## src/rtl/mod_det3_pkg.sv

```systemverilog
// Shared constants, state encoding and helpers for the 3x3 determinant blocks.
// No logic of its own; imported by every determinant module.
// Widths are chosen so that no intermediate cofactor or accumulator value wraps.
package mod_det3_pkg;

    // Datapath widths: 8-bit elements, 17-bit cofactor term, 27-bit accumulator.
    localparam int ELEM_W = 8;
    localparam int T_W    = 17;
    localparam int ACC_W  = 27;
    localparam int PROD_W = ELEM_W + T_W;

    // Matrix has 9 elements; the calculation takes 9 multiply steps.
    localparam int NUM_ELEM = 9;
    localparam int NUM_STEP = 9;
    localparam int CNT_W    = 4;

    localparam logic [CNT_W-1:0] ELEM_FULL = CNT_W'(NUM_ELEM);
    localparam logic [CNT_W-1:0] STEP_LAST = CNT_W'(NUM_STEP - 1);

    // Row-major slot indices a..i.
    localparam int SLOT_A = 0;
    localparam int SLOT_B = 1;
    localparam int SLOT_C = 2;
    localparam int SLOT_D = 3;
    localparam int SLOT_E = 4;
    localparam int SLOT_F = 5;
    localparam int SLOT_G = 6;
    localparam int SLOT_H = 7;
    localparam int SLOT_I = 8;

    // Representable range of the 8-bit result.
    localparam logic signed [ACC_W-1:0] RES_MIN = -27'sd128;
    localparam logic signed [ACC_W-1:0] RES_MAX = 27'sd127;

    typedef enum logic [1:0] {
        ST_IDLE = 2'd0,
        ST_LOAD = 2'd1,
        ST_CALC = 2'd2,
        ST_DONE = 2'd3
    } det_state_t;

    // Sign-extend an element to the multiplier's wide operand.
    function automatic logic signed [T_W-1:0] sext_elem(input logic signed [ELEM_W-1:0] v);
        return {{(T_W - ELEM_W){v[ELEM_W-1]}}, v};
    endfunction

    // True when the exact determinant does not fit in a signed byte.
    function automatic logic res_ovf(input logic signed [ACC_W-1:0] v);
        return (v < RES_MIN) || (v > RES_MAX);
    endfunction

endpackage

```

## src/rtl/mod_mult_s8x17.sv

```systemverilog
// Signed 8x17 multiplier shared by all calculation steps.
// Latency: purely combinational.
// Backpressure: none; the controller decides when the product is used.
module mod_mult_s8x17
    import mod_det3_pkg::*;
(
    input  logic signed [ELEM_W-1:0] op_a,
    input  logic signed [T_W-1:0]    op_b,
    output logic signed [PROD_W-1:0] prod
);

    // Both operands are signed, so the product is sign-extended to full width.
    assign prod = op_a * op_b;

endmodule

```

## src/rtl/mod_det3_ctrl.sv

```systemverilog
// 3x3 signed determinant: loads 9 elements, runs 9 multiply steps on one multiplier.
// Latency: out_valid rises 10 edges after the edge that accepts element i.
// Backpressure: in_ready only in IDLE/LOAD; result is held in DONE until out_ready.
module mod_det3_ctrl
    import mod_det3_pkg::*;
(
    input  logic       clk,
    input  logic       rst,
    input  logic       in_valid,
    input  logic [7:0] in_data,
    output logic       in_ready,
    input  logic       abort,
    output logic       out_valid,
    input  logic       out_ready,
    output logic [7:0] resultado,
    output logic       ovf,
    output logic       busy
);

    det_state_t state;
    det_state_t state_nxt;

    logic [CNT_W-1:0] elem_cnt;
    logic [CNT_W-1:0] step_cnt;

    logic signed [ELEM_W-1:0] elem [NUM_ELEM];
    logic signed [T_W-1:0]    t;
    logic signed [ACC_W-1:0]  acc;

    logic signed [T_W-1:0]    t_nxt;
    logic signed [ACC_W-1:0]  acc_nxt;

    logic signed [ELEM_W-1:0] mul_a;
    logic signed [T_W-1:0]    mul_b;
    logic signed [PROD_W-1:0] prod;
    logic signed [T_W-1:0]    prod_t;
    logic signed [ACC_W-1:0]  prod_acc;

    logic             accept;
    logic             cancel;
    logic [CNT_W-1:0] slot_idx;

    // LOAD keeps in_ready low once all 9 slots are filled, giving one
    // turnaround cycle before CALC starts.
    assign in_ready = !rst &&
                      ((state == ST_IDLE) ||
                       ((state == ST_LOAD) && (elem_cnt != ELEM_FULL)));
    assign busy     = (state == ST_LOAD) || (state == ST_CALC);
    assign accept   = in_valid && in_ready;
    // Abort only acts while loading or calculating and wins over an accept.
    assign cancel   = abort && busy;
    assign slot_idx = (state == ST_IDLE) ? '0 : elem_cnt;

    // State register.
    always_ff @(posedge clk or posedge rst) begin
        if (rst) begin
            state <= ST_IDLE;
        end else begin
            state <= state_nxt;
        end
    end

    // Next-state decode.
    always_comb begin
        state_nxt = state;
        case (state)
            ST_IDLE: begin
                if (accept) begin
                    state_nxt = ST_LOAD;
                end
            end
            ST_LOAD: begin
                if (abort) begin
                    state_nxt = ST_IDLE;
                end else if (elem_cnt == ELEM_FULL) begin
                    state_nxt = ST_CALC;
                end
            end
            ST_CALC: begin
                if (abort) begin
                    state_nxt = ST_IDLE;
                end else if (step_cnt == STEP_LAST) begin
                    state_nxt = ST_DONE;
                end
            end
            ST_DONE: begin
                if (out_ready) begin
                    state_nxt = ST_IDLE;
                end
            end
            default: state_nxt = ST_IDLE;
        endcase
    end

    // Element and step counters.
    always_ff @(posedge clk or posedge rst) begin
        if (rst) begin
            elem_cnt <= '0;
            step_cnt <= '0;
        end else if (cancel) begin
            elem_cnt <= '0;
            step_cnt <= '0;
        end else begin
            case (state)
                ST_IDLE: begin
                    step_cnt <= '0;
                    if (accept) begin
                        elem_cnt <= CNT_W'(1);
                    end
                end
                ST_LOAD: begin
                    if (accept) begin
                        elem_cnt <= elem_cnt + CNT_W'(1);
                    end else if (elem_cnt == ELEM_FULL) begin
                        elem_cnt <= '0;
                    end
                end
                ST_CALC: begin
                    if (step_cnt == STEP_LAST) begin
                        step_cnt <= '0;
                    end else begin
                        step_cnt <= step_cnt + CNT_W'(1);
                    end
                end
                default: begin
                    elem_cnt <= elem_cnt;
                    step_cnt <= step_cnt;
                end
            endcase
        end
    end

    // Element slots, written in row-major order as elements are accepted.
    always_ff @(posedge clk or posedge rst) begin
        if (rst) begin
            for (int k = 0; k < NUM_ELEM; k++) begin
                elem[k] <= '0;
            end
        end else if (accept && !cancel) begin
            elem[slot_idx] <= $signed(in_data);
        end
    end

    // Operand selection for the shared multiplier, one product per step.
    always_comb begin
        mul_a = '0;
        mul_b = '0;
        case (step_cnt)
            4'd0: begin mul_a = elem[SLOT_E]; mul_b = sext_elem(elem[SLOT_I]); end
            4'd1: begin mul_a = elem[SLOT_F]; mul_b = sext_elem(elem[SLOT_H]); end
            4'd2: begin mul_a = elem[SLOT_A]; mul_b = t;                       end
            4'd3: begin mul_a = elem[SLOT_D]; mul_b = sext_elem(elem[SLOT_I]); end
            4'd4: begin mul_a = elem[SLOT_F]; mul_b = sext_elem(elem[SLOT_G]); end
            4'd5: begin mul_a = elem[SLOT_B]; mul_b = t;                       end
            4'd6: begin mul_a = elem[SLOT_D]; mul_b = sext_elem(elem[SLOT_H]); end
            4'd7: begin mul_a = elem[SLOT_E]; mul_b = sext_elem(elem[SLOT_G]); end
            4'd8: begin mul_a = elem[SLOT_C]; mul_b = t;                       end
            default: begin mul_a = '0; mul_b = '0; end
        endcase
    end

    mod_mult_s8x17 u_mult (
        .op_a (mul_a),
        .op_b (mul_b),
        .prod (prod)
    );

    // Element-by-element products always fit in t; cofactor products need the full width.
    assign prod_t   = prod[T_W-1:0];
    assign prod_acc = {{(ACC_W - PROD_W){prod[PROD_W-1]}}, prod};

    // Per-step update of the 2x2 minor (t) and the cofactor expansion (acc).
    always_comb begin
        t_nxt   = t;
        acc_nxt = acc;
        case (step_cnt)
            4'd0, 4'd3, 4'd6: t_nxt   = prod_t;
            4'd1, 4'd4, 4'd7: t_nxt   = t - prod_t;
            4'd2:             acc_nxt = prod_acc;
            4'd5:             acc_nxt = acc - prod_acc;
            4'd8:             acc_nxt = acc + prod_acc;
            default: begin
                t_nxt   = t;
                acc_nxt = acc;
            end
        endcase
    end

    // Working registers, advanced only while calculating.
    always_ff @(posedge clk or posedge rst) begin
        if (rst) begin
            t   <= '0;
            acc <= '0;
        end else if (cancel) begin
            t   <= '0;
            acc <= '0;
        end else if (state == ST_CALC) begin
            t   <= t_nxt;
            acc <= acc_nxt;
        end
    end

    // Result capture on the final step; held through DONE and after, until the next result.
    always_ff @(posedge clk or posedge rst) begin
        if (rst) begin
            resultado <= '0;
            ovf       <= 1'b0;
            out_valid <= 1'b0;
        end else if ((state == ST_CALC) && !abort && (step_cnt == STEP_LAST)) begin
            resultado <= acc_nxt[7:0];
            ovf       <= res_ovf(acc_nxt);
            out_valid <= 1'b1;
        end else if ((state == ST_DONE) && out_ready) begin
            out_valid <= 1'b0;
        end
    end

endmodule

```

## config.mk

```make
export PLATFORM = sky130hd
export DESIGN_NAME = mod_det3_ctrl
export DESIGN_NICKNAME = d
export VERILOG_FILES = /design/src/rtl/mod_det3_pkg.sv /design/src/rtl/mod_mult_s8x17.sv /design/src/rtl/mod_det3_ctrl.sv
export SDC_FILE = /design/constraint.sdc
export NUM_CORES = 1
export LEC_CHECK = 0
export ABC_CLOCK_PERIOD_IN_PS = 11800
export BUFFER_PORTS_ARGS = -buffer_cell sky130_fd_sc_hd__clkbuf_2
export CAP_MARGIN = 15
export CORE_ASPECT_RATIO = 0.8
export CORE_MARGIN = 2
export CORE_UTILIZATION = 66
export DETAILED_ROUTE_END_ITERATION = 7
export HOLD_SLACK_MARGIN = 0.03
export PLACE_DENSITY = 0.91
export SYNTH_ARGS = -nofsm -noshare
export SYNTH_HDL_FRONTEND = slang
export SYNTH_HIERARCHICAL = 1
export SYNTH_SLANG_ARGS = --single-unit
```

## constraint.sdc

```tcl
create_clock -name clk -period 11.8 [get_ports clk]
set_input_delay 0.59 -clock clk [delete_from_list [all_inputs] [get_ports clk]]
set_output_delay 0.59 -clock clk [all_outputs]
set_load 0.02 [all_outputs]
```

==> results.py <==
metrics = {
    "sta": {
        "tightest_slew_ns": 1.06,
        "finalSetupTns_ns": 0,
        "fin_worst_skew_ns": 0.0131,
        "max_slew_margin": 0.285,
        "max_freq_mhz": 89.4,
        "drv_slew": 0,
        "period_share": 0.948,
        "final.min_clock_period_ns": 11.18,
        "rsz0062_at_grt": "no",
        "setup_viol": 0,
        "hold_viol": 0,
    },
    "clock_network": {
        "h-tree-depth": 4,
        "cts_tree": "built",
        "clockRootBuffer": "clkbuf_16",
        "ctsResizeCount": 0,
        "post_cts_buffers": 0,
        "clockBufferDepth": 2,
        "hold_buffers": 0,
        "clkTransAtPathRegs_ns": 0.07,
        "numCtsBuffers": 17,
        "clkLatencyLatePin_ns": 0.44,
        "cts.sinks": 136,
    },
    "floorplan": {
        "die_w_microns": 170,
        "die_h_microns": 137,
        "num_io_pins": 25,
        "start_util": 0.675,
        "num_rows": 48,
        "core_area_sq_um": 21600,
        "dieArea_sq_um": 23300,
    },
    "layout": {
        "fin_util": 0.720,
        "final_common_cell": "inv_1",
        "final_cell_area_sq_um": 15600,
        "layout-drive-gt1-share": 0.110,
        "layout_common_cells": "195 x inv_1, 136 x dfrtp_1, 119 x nor2_1",
        "nets": 1833,
        "area_growth_pct": 6.62,
        "n_antenna_cell": 0,
    },
    "setup_path": {
        "worstSetupEndpoint": "ovf",
        "rr_endpoint": "ovf",
        "critPathSlowestCell": "dfrtp_1",
        "worstPathRequired_ns": 12.11,
        "crit_type": "reg -> reg",
        "r2r-start": "step_cnt[2]",
        "worstSetupEndpointType": "register",
        "worstPathArrival_ns": 11.49,
        "crit_fanout": 21,
        "startpoint_type": "register",
        "cp-startpoint": "step_cnt[2]",
        "slowest_delay_ns": 0.94,
        "r2r_cells": 35,
        "r2r_slack_ns": 0.62,
    },
    "yosys": {
        "synthArstFlopShare": 1.00,
        "yosys.area_share.simple": 0.163,
        "syn_area_per_cell_sq_um": 9.08,
        "yosysWarnings": 6,
        "yosysUniqueCellTypes": 81,
        "synth_compound_area_frac": 0.176,
        "synth_top_flop_cell": "dfrtp_1",
        "synth-seq-cells": 136,
        "syn_area_sq_um": 14600,
        "synth_xor_area_frac": 0.0444,
        "syn_nets": 1837,
        "synthCells": 1607,
        "synth_seq_area_share": 0.233,
        "muxShareOfSynthArea": 0.0736,
        "synth_top_family_by_area": "adder cells",
        "synth_edf_count": 0,
        "synth_fa_ha_area_frac": 0.243,
    },
    "global_route": {
        "grt_pass1_wl_microns": 66500,
        "grt_usage": 0.363,
        "antenna_found_initial": 0,
        "grt_max_degree": 91,
        "grt_pass1_vias": 12900,
        "grt-ovfl-total": 0,
    },
    "placed_design": {
        "dp_hpwl_microns": 28400,
        "portBuffers": 24,
        "gp_congestion": 0.974,
        "place_area_sq_um": 14900,
    },
    "routing": {
        "via_per_inst": 6.80,
        "totalWireLength_microns": 40100,
        "detail_route.wl_per_cell_microns": 21.2,
        "dr_total_vias": 12900,
        "antenna_left": 0,
        "drc": 0,
        "drt_iter0_markers": 1789,
        "firstDrtPassIters": 6,
    },
    "min_path": {
        "hp-class": "in -> async",
    },
    "outcome": {
        "status": "complete, no violations",
    },
    "power_and_ir_drop": {
        "cellPowerDensity_nw_per_um2": 147,
        "power.leakage_nw": 7.64,
        "peakVddDrop_mv": 0.211,
    },
    "job": {
        "timing.max_cap.violations": 0,
    },
}
cell usage after synthesis (all sizes together), types with 8 or more instances:
master	n	area share
nor3	25	0.0089
a21o	34	0.017
o21a	8	0.0041
nand2	107	0.028
a221o	8	0.0055
o31ai	11	0.0057
clkbuf	52	0.013
nand4	10	0.0043
xor2	22	0.013
a31oi	10	0.0043
nor2b	8	0.0039
nand3	18	0.0062
or3	15	0.0064
xnor2	52	0.031
nand3b	8	0.0041
mux2	74	0.057
o211ai	11	0.0060
buf	11	0.0032
and2	102	0.044
dfrtp	136	0.23
nor4	12	0.0060
nand2b	12	0.0051
o21ai	65	0.023
mux2i	24	0.016
a211oi	30	0.016
inv	196	0.050
nor2	120	0.031
ha	106	0.091
a222oi	16	0.011
and3	8	0.0034
a221oi	8	0.0060
a22oi	11	0.0057
a21oi	88	0.030
a22o	12	0.0072
fa	111	0.15
per-layer routing:
layer | vias up | GRT usage | part of all wire
met1 | 6220 | 0.506 | 0.40
met4 | 0 | 0.142 | 0.029
met3 | 150 | 0.0746 | 0.12
li1 | 5545 | - | -
met2 | 935 | 0.560 | 0.45
met5 | - | 0 | 0
through the flow:
stage | std cells | power, W | hold slack (ns) | setup slack, ns
global route | 1891 | 0.00242 | 0.219 | 0.0809
global placement | 1858 | 0.00166 | 0.465 | 1.32
floorplan | 1607 | 0.00146 | 0.450 | 1.99
finish | 1891 | 0.00229 | 0.172 | 0.619
CTS | 1890 | 0.00226 | 0.189 | 0.913
detailed placement | 1858 | 0.00170 | 0.474 | 1.07
state kept, by name, indices dropped and copies added, names as in the netlist:
register   count
out_valid      1
elem_cnt       4
step_cnt       4
state          2
acc           27
t             17
resultado      8
elem          72
ovf            1
worst max-delay path: cells and delay by family (launching register included):
kind,cells,cell delay [ns]
adder cells (fa/ha/maj),6,2.89
AND/OR/NAND/NOR,12,3.37
XOR/XNOR,2,0.32
AO/OA/AOI/OAI,13,3.41
buffers and inverters,2,0.12
flip-flops,1,0.94
where the power goes:
part | total [W] | switching, W | internal (W)
registers | 0.000633 | 0.0000761 | 0.000556
clock network | 0.000544 | 0.000246 | 0.000299
logic | 0.00111 | 0.000684 | 0.000427
worst min-delay path by stage:
stage,to,slack [ns],cells past startpoint
final,elem_cnt[0],0.17,2
after global placement,out_valid,0.46,1
after detailed placement,out_valid,0.47,1
after global routing,step_cnt[3],0.22,2
after CTS,elem_cnt[0],0.19,2
after floorplan,t[0],0.45,2
area by class of cell:
| cell class | instances | area (sq um) |
|---|---|---|
| multi-input combinational | 1212 | 10200 |
| fill | 1472 | 6060 |
| sequential | 136 | 3400 |
| inverter | 196 | 741 |
| clock buffer | 17 | 425 |
| tap | 275 | 344 |
| timing repair buffer | 40 | 260 |
| clock inverter | 15 | 158 |
kinds of logic after synthesis:
logic type                 count (synthesis)
AOI/OAI and AO/OA                        357
xor gates and xnor gates                  74
adders and majority gates                217
buffers and inverters                    259
DFF                                      136
muxes                                     98
and+or+nand+nor                          466
(Power assumes the default switching activity.)
